## src/rtl/regfile_seq_if.sv

```systemverilog
// regfile_seq_if: command and register-file port bundle for regfile_seq.
//   cmd_*  : command handshake (valid/ready), opcode, operands
//   rf_rd_*: combinational register-file read port
//   rf_wr_*: register-file write port, commits on the clk edge
//   busy/done/err: status; err qualifies the one-cycle done pulse
// slave  = the sequencer block, master = command source plus register file.
interface regfile_seq_if #(parameter int OP_W = 2);
  logic            cmd_valid;
  logic            cmd_ready;
  logic [OP_W-1:0] cmd_op;
  logic [2:0]      cmd_dst;
  logic [2:0]      cmd_src;
  logic [7:0]      cmd_imm;
  logic [2:0]      rf_rd_sel;
  logic            rf_rd_en;
  logic [7:0]      rf_rd_data;
  logic [2:0]      rf_wr_sel;
  logic            rf_wr_en;
  logic [7:0]      rf_wr_data;
  logic            busy;
  logic            done;
  logic            err;

  modport slave (
    input  cmd_valid, cmd_op, cmd_dst, cmd_src, cmd_imm, rf_rd_data,
    output cmd_ready, rf_rd_sel, rf_rd_en, rf_wr_sel, rf_wr_en, rf_wr_data,
           busy, done, err
  );

  modport master (
    output cmd_valid, cmd_op, cmd_dst, cmd_src, cmd_imm, rf_rd_data,
    input  cmd_ready, rf_rd_sel, rf_rd_en, rf_wr_sel, rf_wr_en, rf_wr_data,
           busy, done, err
  );
endinterface

```

## src/rtl/regfile_seq.sv

```systemverilog
// regfile_seq: sequences 8-bit register-file operations for MOV, LDI,
// INC16 and DEC16 (register pairs BC/DE/HL) over a single read port and a
// single write port.
//   clk  : clock, all state changes on posedge
//   rst  : synchronous active-high reset
//   bus  : regfile_seq_if.slave (command handshake, rf read/write ports,
//          busy/done/err status)
// Every output is decoded from the current state, so IDLE (and therefore
// reset) drives all rf_* enables, selects and data to zero.
module regfile_seq #(
  parameter int OP_W = 2
) (
  input  logic         clk,
  input  logic         rst,
  regfile_seq_if.slave bus
);

  localparam logic [OP_W-1:0] OP_MOV = OP_W'(0);
  localparam logic [OP_W-1:0] OP_LDI = OP_W'(1);
  localparam logic [OP_W-1:0] OP_INC = OP_W'(2);
  localparam logic [OP_W-1:0] OP_DEC = OP_W'(3);

  typedef enum logic [3:0] {
    IDLE, LDI_WR, MOV_RD, MOV_WR, RD_LO, WR_LO, RD_HI, WR_HI, ERR
  } state_t;

  state_t          state, state_nx;
  logic [OP_W-1:0] op_q;
  logic [2:0]      dst_q, src_q;
  logic [7:0]      imm_q, temp;
  logic            carry;   // carry for INC16, borrow for DEC16
  logic            accept, cmd_bad, is_inc;
  logic [2:0]      lo_sel, hi_sel;

  assign accept = (state == IDLE) && bus.cmd_valid;
  assign is_inc = (op_q == OP_INC);
  // Pair code sits in dst[2:1]; the low byte register has bit 0 set.
  assign lo_sel = {dst_q[2:1], 1'b1};
  assign hi_sel = {dst_q[2:1], 1'b0};

  // Code 110 is the memory operand slot, not a register; pair 11 is SP/AF.
  always_comb begin
    cmd_bad = 1'b0;
    case (bus.cmd_op)
      OP_MOV:         cmd_bad = (bus.cmd_dst == 3'b110) || (bus.cmd_src == 3'b110);
      OP_LDI:         cmd_bad = (bus.cmd_dst == 3'b110);
      OP_INC, OP_DEC: cmd_bad = (bus.cmd_dst[2:1] == 2'b11);
      default:        cmd_bad = 1'b1;
    endcase
  end

  always_comb begin
    state_nx = state;
    case (state)
      IDLE: begin
        if (bus.cmd_valid) begin
          if (cmd_bad)                  state_nx = ERR;
          else if (bus.cmd_op == OP_LDI) state_nx = LDI_WR;
          else if (bus.cmd_op == OP_MOV) state_nx = MOV_RD;
          else                           state_nx = RD_LO;
        end
      end
      MOV_RD:  state_nx = MOV_WR;
      RD_LO:   state_nx = WR_LO;
      WR_LO:   state_nx = RD_HI;
      RD_HI:   state_nx = WR_HI;
      LDI_WR, MOV_WR, WR_HI, ERR: state_nx = IDLE;
      default: state_nx = IDLE;
    endcase
  end

  always_comb begin
    bus.rf_rd_sel  = 3'd0;
    bus.rf_rd_en   = 1'b0;
    bus.rf_wr_sel  = 3'd0;
    bus.rf_wr_en   = 1'b0;
    bus.rf_wr_data = 8'd0;
    bus.done       = 1'b0;
    bus.err        = 1'b0;
    case (state)
      LDI_WR: begin
        bus.rf_wr_en   = 1'b1;
        bus.rf_wr_sel  = dst_q;
        bus.rf_wr_data = imm_q;
        bus.done       = 1'b1;
      end
      MOV_RD: begin
        bus.rf_rd_en  = 1'b1;
        bus.rf_rd_sel = src_q;
      end
      MOV_WR: begin
        bus.rf_wr_en   = 1'b1;
        bus.rf_wr_sel  = dst_q;
        bus.rf_wr_data = temp;
        bus.done       = 1'b1;
      end
      RD_LO: begin
        bus.rf_rd_en  = 1'b1;
        bus.rf_rd_sel = lo_sel;
      end
      WR_LO: begin
        bus.rf_wr_en   = 1'b1;
        bus.rf_wr_sel  = lo_sel;
        bus.rf_wr_data = is_inc ? temp + 8'd1 : temp - 8'd1;
      end
      RD_HI: begin
        bus.rf_rd_en  = 1'b1;
        bus.rf_rd_sel = hi_sel;
      end
      WR_HI: begin
        bus.rf_wr_en   = 1'b1;
        bus.rf_wr_sel  = hi_sel;
        bus.rf_wr_data = is_inc ? temp + {7'd0, carry} : temp - {7'd0, carry};
        bus.done       = 1'b1;
      end
      ERR: begin
        bus.done = 1'b1;
        bus.err  = 1'b1;
      end
      default: ;
    endcase
  end

  assign bus.cmd_ready = (state == IDLE);
  assign bus.busy      = (state != IDLE);

  always_ff @(posedge clk) begin
    if (rst) begin
      state <= IDLE;
      op_q  <= '0;
      dst_q <= 3'd0;
      src_q <= 3'd0;
      imm_q <= 8'd0;
      temp  <= 8'd0;
      carry <= 1'b0;
    end else begin
      state <= state_nx;
      if (accept) begin
        op_q  <= bus.cmd_op;
        dst_q <= bus.cmd_dst;
        src_q <= bus.cmd_src;
        imm_q <= bus.cmd_imm;
      end
      case (state)
        MOV_RD, RD_LO, RD_HI: temp <= bus.rf_rd_data;
        // Low byte wraps exactly when it was FF (inc) or 00 (dec).
        WR_LO: carry <= is_inc ? (temp == 8'hFF) : (temp == 8'h00);
        default: ;
      endcase
    end
  end

endmodule

```

## src/flat_wrapper.sv

```systemverilog
// flat-port wrapper written by rule: the top's interface ports become plain ports
module regfile_seq_flat 
#(
  parameter int OP_W = 2
)
  (clk, rst, bus_cmd_valid, bus_cmd_op, bus_cmd_dst, bus_cmd_src, bus_cmd_imm, bus_rf_rd_data, bus_cmd_ready, bus_rf_rd_sel, bus_rf_rd_en, bus_rf_wr_sel, bus_rf_wr_en, bus_rf_wr_data, bus_busy, bus_done, bus_err);
  regfile_seq_if #(.OP_W(OP_W)) bus_i ();
  input  logic clk;
  input  logic rst;
  input wire logic [$bits(bus_i.cmd_valid)-1:0] bus_cmd_valid;
  input wire logic [$bits(bus_i.cmd_op)-1:0] bus_cmd_op;
  input wire logic [$bits(bus_i.cmd_dst)-1:0] bus_cmd_dst;
  input wire logic [$bits(bus_i.cmd_src)-1:0] bus_cmd_src;
  input wire logic [$bits(bus_i.cmd_imm)-1:0] bus_cmd_imm;
  input wire logic [$bits(bus_i.rf_rd_data)-1:0] bus_rf_rd_data;
  output wire logic [$bits(bus_i.cmd_ready)-1:0] bus_cmd_ready;
  output wire logic [$bits(bus_i.rf_rd_sel)-1:0] bus_rf_rd_sel;
  output wire logic [$bits(bus_i.rf_rd_en)-1:0] bus_rf_rd_en;
  output wire logic [$bits(bus_i.rf_wr_sel)-1:0] bus_rf_wr_sel;
  output wire logic [$bits(bus_i.rf_wr_en)-1:0] bus_rf_wr_en;
  output wire logic [$bits(bus_i.rf_wr_data)-1:0] bus_rf_wr_data;
  output wire logic [$bits(bus_i.busy)-1:0] bus_busy;
  output wire logic [$bits(bus_i.done)-1:0] bus_done;
  output wire logic [$bits(bus_i.err)-1:0] bus_err;
  assign bus_i.cmd_valid = bus_cmd_valid;
  assign bus_i.cmd_op = bus_cmd_op;
  assign bus_i.cmd_dst = bus_cmd_dst;
  assign bus_i.cmd_src = bus_cmd_src;
  assign bus_i.cmd_imm = bus_cmd_imm;
  assign bus_i.rf_rd_data = bus_rf_rd_data;
  assign bus_cmd_ready = bus_i.cmd_ready;
  assign bus_rf_rd_sel = bus_i.rf_rd_sel;
  assign bus_rf_rd_en = bus_i.rf_rd_en;
  assign bus_rf_wr_sel = bus_i.rf_wr_sel;
  assign bus_rf_wr_en = bus_i.rf_wr_en;
  assign bus_rf_wr_data = bus_i.rf_wr_data;
  assign bus_busy = bus_i.busy;
  assign bus_done = bus_i.done;
  assign bus_err = bus_i.err;
  regfile_seq #(.OP_W(OP_W)) u_core (.clk(clk), .rst(rst), .bus(bus_i));
endmodule
```

## config.mk

```make
export PLATFORM = sky130hd
export DESIGN_NAME = regfile_seq_flat
export DESIGN_NICKNAME = d
export VERILOG_FILES = /design/src/rtl/regfile_seq_if.sv /design/src/rtl/regfile_seq.sv /design/src/flat_wrapper.sv
export SDC_FILE = /design/constraint.sdc
export NUM_CORES = 1
export LEC_CHECK = 0
export CAP_MARGIN = 20
export CELL_PAD_IN_SITES_DETAIL_PLACEMENT = 1
export CELL_PAD_IN_SITES_GLOBAL_PLACEMENT = 2
export CORE_MARGIN = 5
export CORE_UTILIZATION = 29
export DETAILED_ROUTE_END_ITERATION = 8
export PLACE_DENSITY = 0.92
export RECOVER_POWER = 50
export SYNTH_ARGS = -nofsm -noshare
export SYNTH_HDL_FRONTEND = slang
export SYNTH_SLANG_ARGS = --single-unit
```

## constraint.sdc

```tcl
create_clock -name clk -period 5.35 [get_ports clk]
set_input_delay 1.07 -clock clk [delete_from_list [all_inputs] [get_ports clk]]
set_output_delay 1.07 -clock clk [all_outputs]
set_load 0.005 [all_outputs]
```

Word level (Yosys, flattened, before mapping). Index checks and enable logic that the tools add are counted.

Equal/unequal tests: 17. $add $sub $neg: 4. Reduce and logical (&&, ||, !) cells: 11. Muxes and demuxes: 16.

Operators with widths (number): 8-bit case mux with 4 select lines (1); 4-bit case mux with 5 select lines (1); 3-bit case mux with 3 select lines (2); 4-bit by 3-bit == test with 1-bit output (second input constant) (4); 8-bit 2-to-1 mux (2); 4-bit 2-to-1 mux (3); 8-bit by 1-bit adder with 8-bit output (1); 8-bit by 1-bit adder with 8-bit output (second input constant) (1); 2-bit == test (second input constant) (4); 4-bit by 2-bit == test with 1-bit output (second input constant) (2); 8-bit == test (second input constant) (1); 8-bit logical NOT (1); 4-bit OR reduction (2); 8-bit by 1-bit subtractor with 8-bit output (1); 8-bit by 1-bit subtractor with 8-bit output (second input constant) (1); 3-bit == test (second input constant) (2); 1-bit 2-to-1 mux (5); 4-bit by 1-bit == test with 1-bit output (second input constant) (1); 4-bit == test (second input constant) (1); 4-bit logical NOT (1); 4-bit nonzero test (1); 2-bit OR reduction (2); 3-bit 2-to-1 mux (1); 1-bit case mux with 3 select lines (1); 6 further kinds (6).

Input bits: 27. Register bits: 29.

Depth between registers and ports, before layout.
Word-level depth: 6. Depth in mapped cells: 11. Gate-level depth less buffers: 9.

Worst setup path before layout. OpenSTA, ideal clock, no wires.

Path kind: flip-flop to output port. From: reg u_core.state[3]. To: out bus_rf_wr_data[4]. Buffers on the path: 2. Slack: 1.865 ns. Cell stages (with the launch flop): 12. Arrival time: 2.415 ns. Cell sequence: dfxtp_1 > buf_6 > nand2b_4 > buf_6 > or3_1 > ha_1 > fa_1 > a21o_1 > a21oi_1 > xnor2_1 > nor2_1 > a211oi_1.

Longest elaborated chain between the ends: 2.

Ends and longest elaborated chain: from (decl) (RTL line regfile_seq.sv:27) `state_t state, state_nx;`; from (signal assigned) (RTL line regfile_seq.sv:137) `state <= state_nx;`; 4-bit by 3-bit == test with 1-bit output, or another cell as far along (RTL line regfile_seq.sv:80) `case (state)`; 8-bit case mux with 4 select lines * (RTL line regfile_seq.sv:80); to (decl) (RTL line flat_wrapper.sv:21) `output wire logic [$bits(bus_i.rf_wr_data)-1:0] bus_rf_wr_data;`.

Mark *: on every way between the ends. The rest lies on a longest branch, timed or not.

Worst setup path in the final report.
From: reg u_core.state[1]. To: out bus_rf_wr_data[4].

Same word-level chain as after synthesis.

==> flow_summary.json <==
{
  "outcome": "completed",
  "placedCellCount": 338,
  "die_area_sq_um": 7760,
  "ys_ff_latch": 29,
  "nFillCells": 734,
  "gp_congestion": 0.863,
  "fin_crit_ns": 4.68,
  "fin_crit_sh": 0.875,
  "antenna_left": 0,
  "yosysWarnings": 0,
  "cts_setup_buffers": 0,
  "met3_length_um": 149,
  "cts.sinks": 29,
  "portBuffers": 46,
  "rows": 28,
  "cts-root-buf": "clkbuf_8",
  "cts_tree": "built",
  "htree_levels": 2,
  "min_from": "u_core.src_q[0]",
  "p_leak_nw": 0.886,
  "hp-class": "reg2reg",
  "die_y_um": 88.1,
  "cts_hold_buf": 0,
  "grt_max_degree": 28,
  "fmax_ghz": 0.214,
  "dpl_cell_area_sq_um": 2250,
  "ir_drop_v": 0.000118,
  "overflow": 0,
  "worstPathArrival_ns": 3.61,
  "grt_usage": 0.144,
  "drtIter0Drc": 70,
  "hold_viol": 0,
  "synthCells": 231,
  "fin_cells": 345,
  "fin_setup_tns_ns": 0,
  "grt_pass1_vias": 1737,
  "syn_to_final_growth_pct": 32.9,
  "most-common-layout-cells": "clkdlybuf4s50_1 (45), nand2_1 (40), a21oi_1 (36)",
  "maxSlewViolCount": 0,
  "max-cap-violations": 0,
  "yosysSeqAreaShare": 0.328,
  "vias": 1702,
  "dr_wl_met2_um": 2480,
  "syn_area_per_cell_sq_um": 7.65,
  "cp_max_fo": 18,
  "endpoint": "bus_rf_wr_data[4]",
  "clkLatencyLatePin_ns": 0.28,
  "ctsResizeCount": 0,
  "top_layer": "met4",
  "vias_per_cell": 4.93,
  "worst-setup-path-type": "reg2out",
  "clk_pin_slew_ns": 0.06,
  "coreArea_sq_um": 5920,
  "initial_core_util": 0.299,
  "timing.rr.end": "u_core.dst_q[0]",
  "endpoint_kind": "primary output",
  "io_pins": 47,
  "rr_startpoint": "u_core.state[1]",
  "die_w_um": 88.1,
  "drc": 0,
  "antenna_found_initial": 0,
  "rsz0062_at_grt": "no",
  "critPathLaunch": "u_core.state[1]",
  "wire_per_inst_um": 15.4,
  "num_antenna_cells": 0,
  "powerDensity_nw_per_um2": 268,
  "crit_required_ns": 4.28,
  "design_area_sq_um": 2350,
  "mostFrequentLayoutCell": "clkdlybuf4s50_1",
  "nNetsFinal": 307,
  "r2r_setup_slack_ns": 3.24,
  "post-route-util": 0.397,
  "cts_buffer_depth": 2,
  "worst_slew_pin_slew_ns": 0.781,
  "ys_types": 43,
  "setup_viol": 0,
  "wl_met1_um": 2610,
  "grt_pass1_wl_um": 8660,
  "cts_made_buffers": 5,
  "fin_skew_ns": 0.00594,
  "r2r_cells": 6,
  "syn-num-nets": 267,
  "synthesis.area_sq_um": 1770,
  "drive_above_1_share": 0.0481,
  "drt_wl_total_um": 5310,
  "hpwlAfterDp_um": 4140,
  "startpoint_type": "flip-flop",
  "max-slew-margin-rel": 0.479,
  "first_pass_iters": 4
}
-- worst min path at each step --
stage,end,slack [ns],cells after the start
floorplan,u_core.op_q[0],0.43,2
global placement,u_core.op_q[0],0.44,2
detailed placement,u_core.src_q[0],0.45,2
CTS,u_core.src_q[0],0.46,2
global route,u_core.op_q[1],0.48,2
finish,u_core.src_q[0],0.45,2
-- registers in the layout (all words and copies together), names as in the netlist --
| signal | flops |
|---|---|
| u_core.imm_q | 8 |
| u_core.temp | 8 |
| u_core.state | 4 |
| u_core.dst_q | 3 |
| u_core.src_q | 3 |
| u_core.op_q | 2 |
| u_core.carry | 1 |
-- cell usage after synthesis, drive strengths merged --
cell | n | area (sq um)
ha | 8 | 100
a311oi | 1 | 8.76
o31a | 1 | 8.76
dfxtp | 29 | 581
nand4bb | 1 | 11.3
nand4 | 2 | 12.5
nor2b | 1 | 6.26
fa | 1 | 20.0
o21a | 1 | 7.51
and3 | 3 | 18.8
a21oi | 36 | 180
nand2b | 2 | 20.0
o21bai | 1 | 7.51
nor2 | 31 | 116
mux2 | 2 | 22.5
nor4b | 1 | 8.76
nand2 | 40 | 150
inv | 5 | 18.8
mux2i | 15 | 150
a21o | 1 | 7.51
or3 | 1 | 6.26
buf | 9 | 58.8
o211ai | 1 | 7.51
xnor2 | 3 | 33.8
nor4 | 3 | 18.8
nand3 | 1 | 5.00
a211oi | 3 | 22.5
and2 | 3 | 18.8
o31ai | 1 | 7.51
nand3b | 1 | 7.51
xor2 | 3 | 26.3
o21ai | 6 | 30.0
a2bb2oi | 1 | 8.76
nor3 | 6 | 30.0
clkbuf | 6 | 23.8
a31oi | 1 | 6.26
-- routing by layer --
layer  up-vias  track usage
met2        22        0.240
met1       800        0.194
met4         0       0.0495
li1        873            -
met3         7       0.0169
met5         -            0
-- power by group --
group | switching (mW) | internal, mW
registers | 0.0258 | 0.235
logic | 0.108 | 0.0990
clock network | 0.0766 | 0.0852
-- cell type report --
class | instances | area, sq um | area share
clock buffers | 5 | 68.8 | 0.0293
clock inverters | 1 | 5.00 | 0.00213
repair buffers | 48 | 492 | 0.209
inverters | 5 | 18.8 | 0.00799
multi-input cells | 182 | 1090 | 0.464
well taps | 75 | 93.8 | 0.0399
flip-flops and latches | 29 | 581 | 0.247
-- critical path, cell delays in order (launching register included) --
cell,delay (ns)
dfxtp_1,0.78
nand2_1,0.16
or3_1,0.36
ha_1,0.22
fa_1,0.41
a21o_1,0.17
a21oi_1,0.27
xnor2_1,0.16
nor2_1,0.05
a211oi_1,0.22
clkdlybuf4s50_1,0.54
-- metrics by stage --
step | setup slack, ns | total power, mW | hold slack [ns]
floorplan | 1.87 | 0.395 | 0.431
finish | 0.669 | 0.630 | 0.453
global route | 0.426 | 0.675 | 0.484
CTS | 0.665 | 0.640 | 0.455
global placement | 1.13 | 0.467 | 0.439
detailed placement | 0.973 | 0.473 | 0.447
-- cell families after synthesis --
group | after synthesis | synth area share
adder cells (fa/ha/maj) | 9 | 0.0679
multiplexers | 17 | 0.0977
buffers and inverters | 20 | 0.0573
flip-flops | 29 | 0.328
AND/OR/NAND/NOR | 96 | 0.243
XOR/XNOR | 6 | 0.0340
AO/OA/AOI/OAI | 54 | 0.171
Power figures use the tool's default switching activity.
